### src/rtl/mc_datapath_pkg.sv
// mc_datapath_pkg: shared definitions for the multicycle MIPS-subset datapath.
//   - opcode / funct encodings
//   - FSM state and ALU operation encodings
//   - instruction field layout (instr_t) and sign-extension helper
//   - RESET_PC default
package mc_datapath_pkg;

    localparam logic [31:0] RESET_PC_DEFAULT = 32'h0000_0000;

    localparam logic [5:0] OP_RTYPE = 6'h00;
    localparam logic [5:0] OP_J     = 6'h02;
    localparam logic [5:0] OP_BEQ   = 6'h04;
    localparam logic [5:0] OP_BNE   = 6'h05;
    localparam logic [5:0] OP_ADDI  = 6'h08;
    localparam logic [5:0] OP_LW    = 6'h23;
    localparam logic [5:0] OP_SW    = 6'h2B;

    localparam logic [5:0] FN_ADD = 6'h20;
    localparam logic [5:0] FN_SUB = 6'h22;
    localparam logic [5:0] FN_AND = 6'h24;
    localparam logic [5:0] FN_OR  = 6'h25;
    localparam logic [5:0] FN_SLT = 6'h2A;

    typedef enum logic [2:0] {
        S_FETCH, S_DECODE, S_EXEC, S_MEM, S_WB, S_TRAP
    } state_t;

    typedef enum logic [2:0] {
        ALU_ADD, ALU_SUB, ALU_AND, ALU_OR, ALU_SLT
    } alu_op_t;

    typedef struct packed {
        logic [5:0] op;
        logic [4:0] rs;
        logic [4:0] rt;
        logic [4:0] rd;
        logic [4:0] shamt;
        logic [5:0] funct;
    } instr_t;

    function automatic logic [31:0] sext16(input logic [15:0] v);
        return {{16{v[15]}}, v};
    endfunction

endpackage

### src/rtl/mc_datapath_alu.sv
// mc_alu: combinational 32-bit ALU.
//   alu_op  in   ALU operation (add/sub/and/or/slt)
//   a, b    in   32-bit operands
//   y       out  result, arithmetic mod 2^32; slt compares signed
//   zero    out  y == 0, used for branch decisions
module mc_alu
    import mc_datapath_pkg::*;
(
    input  alu_op_t     alu_op,
    input  logic [31:0] a,
    input  logic [31:0] b,
    output logic [31:0] y,
    output logic        zero
);

    always_comb begin
        y = a + b;
        case (alu_op)
            ALU_ADD: y = a + b;
            ALU_SUB: y = a - b;
            ALU_AND: y = a & b;
            ALU_OR:  y = a | b;
            ALU_SLT: y = {31'd0, $signed(a) < $signed(b)};
            default: y = a + b;
        endcase
    end

    assign zero = (y == 32'd0);

endmodule

### src/rtl/mc_datapath.sv
// mc_datapath: multicycle MIPS-subset datapath with its FSM controller.
// One instruction runs FETCH..WB over a single shared req/ready memory port.
// Ports:
//   clock, reset           rising-edge clock, synchronous active-high reset
//   mem_req/we/addr/wdata  memory request; held stable until mem_ready
//   mem_rdata, mem_ready   read data and transaction completion
//   op, func_code, pc      IR[31:26], IR[5:0], current PC (observation)
//   retire                 one-cycle pulse per completed instruction
//   illegal                sticky unsupported-encoding flag (core parks in TRAP)
// Build option: define MC_DATAPATH_BNE_EN to make bne (op 05) legal.
module mc_datapath
    import mc_datapath_pkg::*;
#(
    parameter logic [31:0] RESET_PC  = RESET_PC_DEFAULT,
    parameter int          REG_COUNT = 32
) (
    input  logic        clock,
    input  logic        reset,
    output logic        mem_req,
    output logic        mem_we,
    output logic [31:0] mem_addr,
    output logic [31:0] mem_wdata,
    input  logic [31:0] mem_rdata,
    input  logic        mem_ready,
    output logic [5:0]  op,
    output logic [5:0]  func_code,
    output logic [31:0] pc,
    output logic        retire,
    output logic        illegal
);

    localparam int RW = $clog2(REG_COUNT);

    state_t      state, state_nx;
    instr_t      ir;
    logic [31:0] a_reg, b_reg, tgt, alu_out, mdr;
    logic [31:0] regs [REG_COUNT];

    logic [31:0] imm_sx, alu_b, alu_y;
    alu_op_t     alu_op;
    logic        alu_zero, legal, take_branch;
    logic [RW-1:0] rs_idx, rt_idx, wb_idx;
    logic [31:0] wb_data;

    assign op        = ir.op;
    assign func_code = ir.funct;
    assign imm_sx    = sext16({ir.rd, ir.shamt, ir.funct});
    assign rs_idx    = ir.rs[RW-1:0];
    assign rt_idx    = ir.rt[RW-1:0];
    assign wb_idx    = (ir.op == OP_RTYPE) ? ir.rd[RW-1:0] : rt_idx;
    assign wb_data   = (ir.op == OP_LW) ? mdr : alu_out;

    always_comb begin
        legal = 1'b0;
        case (ir.op)
            OP_RTYPE: legal = ir.funct inside {FN_ADD, FN_SUB, FN_AND, FN_OR, FN_SLT};
            OP_LW, OP_SW, OP_BEQ, OP_ADDI, OP_J: legal = 1'b1;
`ifdef MC_DATAPATH_BNE_EN
            OP_BNE: legal = 1'b1;
`endif
            default: legal = 1'b0;
        endcase
    end

    // Branches compare by subtraction so the ALU zero flag decides them.
    always_comb begin
        alu_op = ALU_ADD;
        alu_b  = imm_sx;
        if (ir.op == OP_RTYPE) begin
            alu_b = b_reg;
            case (ir.funct)
                FN_SUB:  alu_op = ALU_SUB;
                FN_AND:  alu_op = ALU_AND;
                FN_OR:   alu_op = ALU_OR;
                FN_SLT:  alu_op = ALU_SLT;
                default: alu_op = ALU_ADD;
            endcase
        end else if (ir.op == OP_BEQ || ir.op == OP_BNE) begin
            alu_b  = b_reg;
            alu_op = ALU_SUB;
        end
    end

    mc_alu u_alu (
        .alu_op (alu_op),
        .a      (a_reg),
        .b      (alu_b),
        .y      (alu_y),
        .zero   (alu_zero)
    );

    always_comb begin
        take_branch = (ir.op == OP_BEQ) && alu_zero;
`ifdef MC_DATAPATH_BNE_EN
        take_branch = take_branch || ((ir.op == OP_BNE) && !alu_zero);
`endif
    end

    always_comb begin
        state_nx  = state;
        mem_req   = 1'b0;
        mem_we    = 1'b0;
        mem_addr  = pc;
        mem_wdata = b_reg;
        retire    = 1'b0;
        case (state)
            S_FETCH: begin
                mem_req = 1'b1;
                if (mem_ready) state_nx = S_DECODE;
            end
            S_DECODE: state_nx = legal ? S_EXEC : S_TRAP;
            S_EXEC: begin
                case (ir.op)
                    OP_RTYPE, OP_ADDI: state_nx = S_WB;
                    OP_LW, OP_SW:      state_nx = S_MEM;
                    default: begin     // beq / bne / j finish here
                        retire   = 1'b1;
                        state_nx = S_FETCH;
                    end
                endcase
            end
            S_MEM: begin
                mem_req  = 1'b1;
                mem_addr = alu_out;
                mem_we   = (ir.op == OP_SW);
                if (mem_ready) begin
                    retire   = (ir.op == OP_SW);
                    state_nx = (ir.op == OP_SW) ? S_FETCH : S_WB;
                end
            end
            S_WB: begin
                retire   = 1'b1;
                state_nx = S_FETCH;
            end
            default: state_nx = S_TRAP;
        endcase
        // Reset drops any in-flight request immediately; state is FETCH
        // while reset is held, which must not look like a request.
        if (reset) begin
            mem_req = 1'b0;
            retire  = 1'b0;
        end
    end

    always_ff @(posedge clock) begin
        if (reset) begin
            state   <= S_FETCH;
            pc      <= RESET_PC;
            ir      <= '0;
            a_reg   <= '0;
            b_reg   <= '0;
            tgt     <= '0;
            alu_out <= '0;
            mdr     <= '0;
            illegal <= 1'b0;
            for (int i = 0; i < REG_COUNT; i++) regs[i] <= '0;
        end else begin
            state <= state_nx;
            case (state)
                S_FETCH: if (mem_ready) begin
                    ir <= instr_t'(mem_rdata);
                    pc <= pc + 32'd4;
                end
                S_DECODE: begin
                    a_reg <= regs[rs_idx];
                    b_reg <= regs[rt_idx];
                    tgt   <= pc + (imm_sx << 2);
                    if (!legal) illegal <= 1'b1;
                end
                S_EXEC: begin
                    alu_out <= alu_y;
                    if (take_branch) pc <= tgt;
                    if (ir.op == OP_J) pc <= {pc[31:28], ir[25:0], 2'b00};
                end
                S_MEM: if (mem_ready && ir.op == OP_LW) mdr <= mem_rdata;
                S_WB: if (wb_idx != '0) regs[wb_idx] <= wb_data;
                default: ;
            endcase
        end
    end

endmodule

### config.mk
export PLATFORM = sky130hd
export DESIGN_NAME = mc_datapath
export DESIGN_NICKNAME = d
export VERILOG_FILES = /design/src/rtl/mc_datapath_pkg.sv /design/src/rtl/mc_datapath_alu.sv /design/src/rtl/mc_datapath.sv
export SDC_FILE = /design/constraint.sdc
export NUM_CORES = 2
export LEC_CHECK = 0
export ABC_AREA = 1
export CORE_ASPECT_RATIO = 1.4
export CORE_MARGIN = 2
export CORE_UTILIZATION = 41
export CTS_CLUSTER_SIZE = 8
export DETAILED_ROUTE_END_ITERATION = 7
export SETUP_SLACK_MARGIN = 0.1
export SLEW_MARGIN = 20
export SYNTH_ARGS = -nofsm -noshare
export SYNTH_HDL_FRONTEND = slang
export SYNTH_SLANG_ARGS = --single-unit
### constraint.sdc
create_clock -name clock -period 5.4 [get_ports clock]
set_clock_uncertainty 0.15 [all_clocks]
set_input_delay 1.08 -clock clock [delete_from_list [all_inputs] [get_ports clock]]
set_output_delay 1.08 -clock clock [all_outputs]
set_load 0.005 [all_outputs]
==> impl_metrics.py <==
metrics = {
    "synthesis": {
        "yosys.area.top_type": "edfxtp_1",
        "yosys.cell_count.top_type": "nor2_1",
        "synth.distinct_cells": 59,
        "synth_fa_ha_area_share_pct": 2.32,
        "synth_warnings": 0,
        "netlist_instances": 8955,
        "ys_seq_elements": 1252,
        "synth_top_flop_cell": "edfxtp_1",
        "avgSynthCellArea_um2": 7.93,
        "synth_top_family_by_area": "compound AO/OA/AOI/OAI gates",
        "synth.top_cells.by_area": "edfxtp_1 (43%), nor2_1 (14%), o21ai_0 (12%)",
        "synth_xor_xnor_area_share_pct": 0.494,
        "syn_area_um2": 71000,
        "synth_top_area_share_pct": 43.3,
        "synth_edf_count": 1024,
        "ys_seq_area_share_pct": 49.8,
        "synthTopCellsByCount": "nor2_1 (2648), o21ai_0 (1657), edfxtp_1 (1024), nand2_1 (720), clkbuf_1 (664)",
        "synth_async_sr_flop_share_pct": 0,
        "synth_compound_area_share_pct": 20.5,
        "yosys-mux-area-fraction_pct": 0.296,
        "synthSimpleGateAreaFrac_pct": 20.1,
    },
    "global_route": {
        "grt_pass1_wl_um": 453000,
        "grt_pass1_vias": 67252,
        "grt_max_degree": 209,
        "grt-ovfl-total": 0,
        "grt_usage_pct": 35.0,
        "antenna_found_initial": 11,
    },
    "sta": {
        "fmax_mhz": 198,
        "tns_ns": 0,
        "tightest_slew_ns": 1.24,
        "setup_viol": 0,
        "period_needed_ns": 5.06,
        "hold_viol": 0,
        "relSlewSlack_pct": 16.3,
        "fin_crit_sh_pct": 93.6,
        "rsz0062_at_grt": "false",
        "slew_violations": 0,
    },
    "critical_path": {
        "endpoint_kind": "flop",
        "required_ns": 6.01,
        "cp_num_buf_inv": 6,
        "startpoint_type": "flop",
        "slowest_stage": "ha_1",
        "cpPeakStageDelay_ns": 0.38,
        "crit_type": "reg -> reg",
        "cp_data_arrival_time_ns": 5.66,
        "cp_max_fo": 17,
        "cpLargestDelayFamily": "simple AND/OR/NAND/NOR gates",
    },
    "route": {
        "drcViolationCount": 0,
        "drtAntennaViolNets": 0,
        "via_per_inst": 6.32,
        "post_drt_wl_per_cell_um": 28.6,
        "dr.first_iter.drc_count": 10543,
        "wl_um": 320000,
        "vias": 70629,
        "dr.pass1.iters": 8,
    },
    "clocking": {
        "cts_tree": "done",
        "cts_buffer_depth": 3,
        "cts-buffers-inserted": 175,
        "clkLatencyLatePin_ns": 0.83,
        "cts_hold_buf": 0,
        "clockRootBuffer": "clkbuf_16",
        "path_clk_slew_ns": 0.06,
        "numClockSinks": 1252,
        "cts_max_level": 4,
    },
    "floorplanning": {
        "die_w_um": 356,
        "fp-row-count": 180,
        "dieArea_um2": 176000,
        "ioPinCount": 147,
        "die_h_um": 496,
        "core_um2": 172000,
        "initial_core_util_pct": 41.3,
    },
    "layout": {
        "largest_register": "regs",
        "fin_nets": 9006,
        "largest_reg_flops": 1024,
        "area_delta_synth_final_pct": 13.7,
        "fill_cells": 16449,
        "drive_gt1_share_pct": 7.24,
    },
    "pwr": {
        "power.static_leakage_nw": 29.6,
        "totalPowerFinal_w": 0.0343,
        "irDropWorstVdd_v": 0.000386,
        "p_per_area_nw_per_um2": 425,
    },
    "status": {
        "outcome": "completed",
    },
    "placed_design": {
        "hpwl_um": 198000,
        "portBuffers": 146,
        "globalplace.congestion": 1.03,
    },
    "min_path": {
        "hold_path_class": "reg -> reg",
    },
    "run": {
        "max-cap-violations": 0,
    },
}
## report_power, final
| part | leakage (nW) | internal [W] | switching (W) |
|---|---|---|---|
| logic | 14.9 | 0.00365 | 0.00885 |
| registers | 12.4 | 0.0110 | 0.000616 |
| clock network | 2.33 | 0.00594 | 0.00422 |
## path summary, 6_finish.rpt
kind                            startpoint      end  slack (ns)  depth (start not counted)
worst min register to register     illegal  illegal        0.33                          1
worst min-delay path               illegal  illegal        0.33                          1
worst max-delay path                 op[1]   pc[29]        0.34                         26
worst max register to register       op[1]   pc[29]        0.34                         26
## layout make-up
class,count,area [µm²],share of cell area (%)
timing repair buffer,431,4270,5.29
clock buffer,214,4610,5.72
inverter,448,1720,2.13
multi-input combinational,6533,31700,39.3
clock inverter,14,195,0.242
tap,2275,2850,3.53
sequential,1252,35300,43.8
antenna,2,5.00,0.00620
## kinds of logic (layout without fill, tap and decap cells)
kind of cell | after synthesis | after routing
simple gates | 3653 | 3654
buf+inv | 1202 | 1107
mux | 21 | 21
flops | 1252 | 1252
compound gates | 2656 | 2656
other cells | 1 | 34
fa+ha+maj | 130 | 130
xor+xnor | 40 | 40
## what timing repair did
| item | 4_1_cts | 5_1_grt |
|---|---|---|
| endpoints found under the setup margin | 0 | 32 |
| buffers inserted | 0 | 5 |
| hold endpoints to repair | 0 | 0 |
| gates resized for setup | 0 | 27 |
## routing by layer
metal / GRT usage [%] / vias to the layer above / part of all wire (%)
met5: 0 / - / 0.032
met4: 26.5 / 14 / 8.7
met1: 40.5 / 33726 / 34
li1: - / 30513 / -
met2: 57.1 / 5036 / 46
met3: 7.13 / 1340 / 11
## cell usage in the layout, fill, tap and decap left out, types with 9 or more instances in the layout
master | Yosys | layout
o221ai_1 | 65 | 65
nor3_1 | 47 | 42
xnor2_1 | 9 | 9
nand3b_1 | 12 | 12
a21oi_1 | 269 | 268
o32ai_1 | 29 | 29
buf_4 | 7 | 236
conb_1 | 1 | 32
o22ai_1 | 560 | 560
buf_12 | 0 | 40
xor2_1 | 31 | 31
edfxtp_1 | 1024 | 1024
clkbuf_16 | 0 | 181
mux2i_4 | 0 | 21
o21ai_2 | 0 | 12
a31oi_1 | 10 | 10
o21bai_1 | 28 | 28
nor2_1 | 2648 | 2644
o21ai_1 | 5 | 19
ha_1 | 127 | 120
clkdlybuf4s50_1 | 0 | 145
nor2_2 | 5 | 9
clkbuf_1 | 664 | 35
nand2_2 | 3 | 66
nand4_1 | 36 | 36
nand2_1 | 720 | 657
inv_1 | 438 | 431
nand3_1 | 159 | 158
dfxtp_1 | 228 | 218
o21ai_0 | 1657 | 1631
## stage by stage
stage | area (µm²) | std cells | util [%] | setup WS [ns] | hold slack, ns
after floorplan | 71100 | 8986 | - | 1.26 | 0.300
after global placement | 75500 | 10922 | 43.9 | 0.190 | 0.311
after detailed placement | 75500 | 10925 | 44.0 | 0.285 | 0.328
after CTS | 80300 | 11153 | 46.8 | 0.238 | 0.341
after global routing | 80700 | 11167 | 46.9 | 0.102 | 0.348
final | 80700 | 11169 | 46.9 | 0.344 | 0.334
Note: power is estimated with default switching activity, not from simulation.
